## config.mk

```make
export PLATFORM = sky130hd
export DESIGN_NAME = reset_pulse_generator
export DESIGN_NICKNAME = d
export VERILOG_FILES = /design/src/rtl/reset_pulse_generator.sv
export SDC_FILE = /design/constraint.sdc
export NUM_CORES = 1
export LEC_CHECK = 0
export ABC_AREA = 1
export CELL_PAD_IN_SITES_DETAIL_PLACEMENT = 1
export CELL_PAD_IN_SITES_GLOBAL_PLACEMENT = 1
export CORE_MARGIN = 4
export CORE_UTILIZATION = 40
export CTS_CLUSTER_DIAMETER = 50
export DETAILED_ROUTE_END_ITERATION = 16
export PLACE_DENSITY = 0.79
export SYNTH_ARGS = -nofsm -noshare
export SYNTH_HDL_FRONTEND = slang
export SYNTH_SLANG_ARGS = --single-unit
```

## constraint.sdc

```tcl
create_clock -name sys_clk -period 2.2 [get_ports sys_clk]
set_input_delay 0.33 -clock sys_clk [delete_from_list [all_inputs] [get_ports sys_clk]]
set_output_delay 0.33 -clock sys_clk [all_outputs]
set_load 0.02 [all_outputs]
```

## src/rtl/reset_pulse_generator.sv

```systemverilog
// Fixed-width reset pulse toward an external target, followed by a guard interval.
// A request during the guard interval is remembered and chains a second hold directly.
module reset_pulse_generator #(
    parameter int HOLD_COUNT  = 65_536,
    parameter int GUARD_COUNT = 65_536,
    parameter bit ACTIVE_LOW  = 1'b1
) (
    input  logic sys_clk,
    input  logic sys_rst,
    input  logic req,
    output logic out_rst,
    output logic busy,
    output logic done
);

    localparam int MAX_COUNT = (HOLD_COUNT > GUARD_COUNT) ? HOLD_COUNT : GUARD_COUNT;
    localparam int CW        = (MAX_COUNT > 1) ? $clog2(MAX_COUNT) : 1;

    localparam logic [CW-1:0] HOLD_LOAD  = CW'(HOLD_COUNT - 1);
    localparam logic [CW-1:0] GUARD_LOAD = CW'(GUARD_COUNT - 1);
    localparam logic          LVL_ASSERT = ACTIVE_LOW ? 1'b0 : 1'b1;
    localparam logic          LVL_IDLE   = ~LVL_ASSERT;

    typedef enum logic [1:0] {
        IDLE  = 2'd0,
        HOLD  = 2'd1,
        GUARD = 2'd2
    } state_t;

    state_t        state, state_nxt;
    logic [CW-1:0] cnt, cnt_nxt;
    logic          pending, pending_nxt;
    logic          done_nxt;

    always_comb begin
        state_nxt   = state;
        cnt_nxt     = cnt;
        pending_nxt = pending;
        done_nxt    = 1'b0;
        case (state)
            IDLE: begin
                pending_nxt = 1'b0;
                if (req) begin
                    state_nxt = HOLD;
                    cnt_nxt   = HOLD_LOAD;
                end
            end
            HOLD: begin
                // Requests here are dropped: a running hold is never stretched.
                if (cnt == '0) begin
                    state_nxt = GUARD;
                    cnt_nxt   = GUARD_LOAD;
                end else begin
                    cnt_nxt = cnt - 1'b1;
                end
            end
            GUARD: begin
                if (cnt == '0) begin
                    // A request on the final guard edge is served like a pending one.
                    if (pending || req) begin
                        state_nxt   = HOLD;
                        cnt_nxt     = HOLD_LOAD;
                        pending_nxt = 1'b0;
                    end else begin
                        state_nxt = IDLE;
                        done_nxt  = 1'b1;
                    end
                end else begin
                    cnt_nxt = cnt - 1'b1;
                    if (req) pending_nxt = 1'b1;
                end
            end
            default: begin
                state_nxt   = IDLE;
                cnt_nxt     = '0;
                pending_nxt = 1'b0;
            end
        endcase
    end

    // Outputs are registered from the next state so the pin never sees a comb path from req.
    always_ff @(posedge sys_clk or posedge sys_rst) begin
        if (sys_rst) begin
            state   <= IDLE;
            cnt     <= '0;
            pending <= 1'b0;
            done    <= 1'b0;
            busy    <= 1'b0;
            out_rst <= LVL_IDLE;
        end else begin
            state   <= state_nxt;
            cnt     <= cnt_nxt;
            pending <= pending_nxt;
            done    <= done_nxt;
            busy    <= (state_nxt != IDLE);
            out_rst <= (state_nxt == HOLD) ? LVL_ASSERT : LVL_IDLE;
        end
    end

endmodule

```

==> flow_summary.toml <==
[drt]
num_vias = 1431
route.detailed.drc = 0
avgViaCountPerCell = 4.82
wire_per_inst_um = 13.3
postRouteAntennaNets = 0
drtPass1Iterations = 4
dr.first_iter.drc_count = 63
wl_mm = 3.96

[critical_path]
timing.rr.end = "busy"
rrSetupSlack_ns = 0.31
rr_worst_depth = 9
cp.arrival_ns = 2.05
setup.worst_path.class = "reg -> reg"
cp_data_required_time_ns = 2.35
startpoint_type = "flop"
cp_max_fo = 10
timing.rr.start = "cnt[0]"
cp-end-kind = "flop"

[yosys]
synth_area_um2 = 1530
synth_compound_area_frac = 0.0620
synth.ff_latch_count = 22
synth_fp_nets = 248
yosys.area_share.simple = 0.446
yosysUniqueCellTypes = 23
ys.warnings.count = 0
synthesis.instances = 240
synthMuxAreaShare = 0
avgSynthCellArea_um2 = 6.39
yosysSeqAreaShare = 0.360
synth_xor_xnor_area_share = 0.00571
synthAdderAreaFrac = 0.0408
synth_top_family_by_area = "simple AND/OR/NAND/NOR gates"

[floorplanning]
num_rows = 22
die_h_um = 69.9
ios = 6
core_area_um2 = 3690
dieArea_um2 = 4890
die_width_um = 69.9
start_util = 0.416

[clock_tree]
cts_tree = "built"
cts_hold_buf = 0
cts_inserted_buffers = 3
htreeDepth = 1
clk_latency_ns = 0.27
post_cts_resized = 0
cts_sinks = 22
clk_pin_slew_ns = 0.09
cts-root-buf = "clkbuf_8"
cts_buffer_depth = 2
post-cts-setup-buffers = 0

[min_path]
hp-class = "in -> async"

[layout]
fillers = 515
fin_area_um2 = 1720
n_antenna_cell = 0
drive_gt1_frac = 0.0843
syn_to_final_growth_pct = 12.1
nets = 258
post-route-util = 0.466

[timing]
finalHoldViolCount = 0
slew_viol_final = 0
relSlewSlack = 0.524
max_freq_ghz = 0.528
fin_crit_ns = 1.89
skew_ns = 0.00107
finalSetupTns_ns = 0
setup_viol = 0
rsz0062_at_grt = "no"
worst_pin_slew_ns = 0.714
period_share = 0.861

[flow_run]
max-cap-violations = 0

[status]
outcome = "finished, final reports clean"

[power]
p_leak_uw = 0.000908
power.switching_uw = 1090
clkPwrFrac = 0.165
irDropWorstVdd_mv = 0.492
power_frac_comb = 0.483
p_int_uw = 1280
p_sw_frac = 0.461
powerDensity_nw_per_um2 = 1380
seqPwrFrac = 0.352

[global_route]
grt_start_max_net_pins = 23
grt_antenna_before_repair = 0
gr-usage-all-layers = 0.187
overflow = 0
grt_pass1_wl_mm = 7.38
grt_pass1_vias = 1496

[placed_design]
hpwl_mm = 2.78
numPortBuffers = 5
place.gp.congestion = 0.777
placed_area_um2 = 1650
## area by class of cell
type / count / area (µm²) / area share
Clock buffer: 3 / 41.3 / 0.0240
Clock inverter: 1 / 30.0 / 0.0175
Inverter: 28 / 105 / 0.0612
Multi-Input combinational cell: 186 / 850 / 0.495
Sequential cell: 22 / 552 / 0.321
Tap cell: 48 / 60.1 / 0.0350
Timing Repair Buffer: 9 / 80.1 / 0.0466
## state kept, by name, summed over array words and instances (netlist names)
signal   cells
busy         1
cnt         16
done         1
out_rst      1
pending      1
state        2
## power by group through the flow
stage | registers (µW) | logic, µW | clock network [µW]
2_1_floorplan | 797 | 859 | 0
3_3_place_gp | 841 | 1110 | 0
3_5_place_dp | 841 | 1150 | 0
4_1_cts | 836 | 1160 | 400
5_1_grt | 880 | 1360 | 419
6_report | 833 | 1140 | 390
## cell families (layout without fill, tap and decap cells)
family | after synthesis | after routing
xor+xnor | 1 | 1
buf+inv | 32 | 41
compound gates | 16 | 16
fa+ha+maj | 5 | 5
simple gates | 164 | 164
flops | 22 | 22
## layer usage
layer / GRT usage / wire length, µm / up-vias
met5: 0 / 0 / -
met4: 0.0447 / 48 / 0
li1: - / - / 754
met2: 0.307 / 1870 / 8
met3: 0.0216 / 51 / 5
met1: 0.262 / 1990 / 664
## cells in the mapped netlist
library cell	count	share of area
o21ai_0	11	0.036
nand2_1	107	0.26
inv_1	28	0.069
nor4_1	1	0.0041
or2_2	2	0.0082
a31oi_1	1	0.0041
a21oi_1	2	0.0065
nand3b_1	1	0.0049
buf_4	1	0.0049
clkbuf_1	2	0.0049
dfrtp_1	21	0.34
nor2_2	3	0.012
o31ai_1	1	0.0049
o21ai_4	1	0.011
nand2_2	3	0.012
nand3_2	1	0.0065
dfstp_2	1	0.017
ha_1	5	0.041
nand3_1	16	0.052
nor2_1	28	0.069
nor2_4	2	0.015
xnor2_1	1	0.0057
buf_6	1	0.0073
## how the worst max path moves through the flow
stage	slack (ns)	depth (start not counted)	endpoint	startpoint
finish	0.31	9	busy	cnt[0]
detailed placement	0.22	7	cnt[11]	req
global placement	0.29	7	cnt[0]	req
CTS	0.28	9	busy	cnt[0]
global route	0.07	9	busy	cnt[0]
floorplan	0.57	10	cnt[0]	cnt[0]
## worst max-delay path, cell delays in order, from the launching register on
cell and delay (ns):
dfrtp_1 0.38, inv_1 0.09, ha_1 0.21, nand2_2 0.12, nor2_4 0.17, nand2_2 0.18
nand2_1 0.13, nand2_1 0.05, o21ai_0 0.34, nand2_1 0.09
## through the flow
| stage | std cells | worst slack (ns) | hold slack, ns | total power, µW |
|---|---|---|---|---|
| global placement | 293 | 0.289 | 0.465 | 1950 |
| global route | 297 | 0.0655 | 0.434 | 2660 |
| floorplan | 240 | 0.573 | 0.318 | 1660 |
| finish | 297 | 0.306 | 0.397 | 2370 |
| detailed placement | 293 | 0.224 | 0.466 | 1990 |
| CTS | 297 | 0.284 | 0.402 | 2400 |
## layout by cell type, fill, tap and decap left out
cell | Yosys | routed
nand3_2 | 1 | 1
dfrtp_1 | 21 | 21
nor4_1 | 1 | 1
nor2_4 | 2 | 2
ha_1 | 5 | 5
xnor2_1 | 1 | 1
dfstp_2 | 1 | 1
nand3_1 | 16 | 16
a31oi_1 | 1 | 1
bufinv_16 | 0 | 1
o21ai_0 | 11 | 11
nand2_1 | 107 | 107
nor2_1 | 28 | 28
o21ai_4 | 1 | 1
nand2_2 | 3 | 3
buf_4 | 1 | 4
or2_2 | 2 | 2
o31ai_1 | 1 | 1
nor2_2 | 3 | 3
clkdlybuf4s50_1 | 0 | 5
a21oi_1 | 2 | 2
nand3b_1 | 1 | 1
clkbuf_8 | 0 | 3
inv_1 | 28 | 28
No activity file was read; power rests on OpenSTA's default activity.
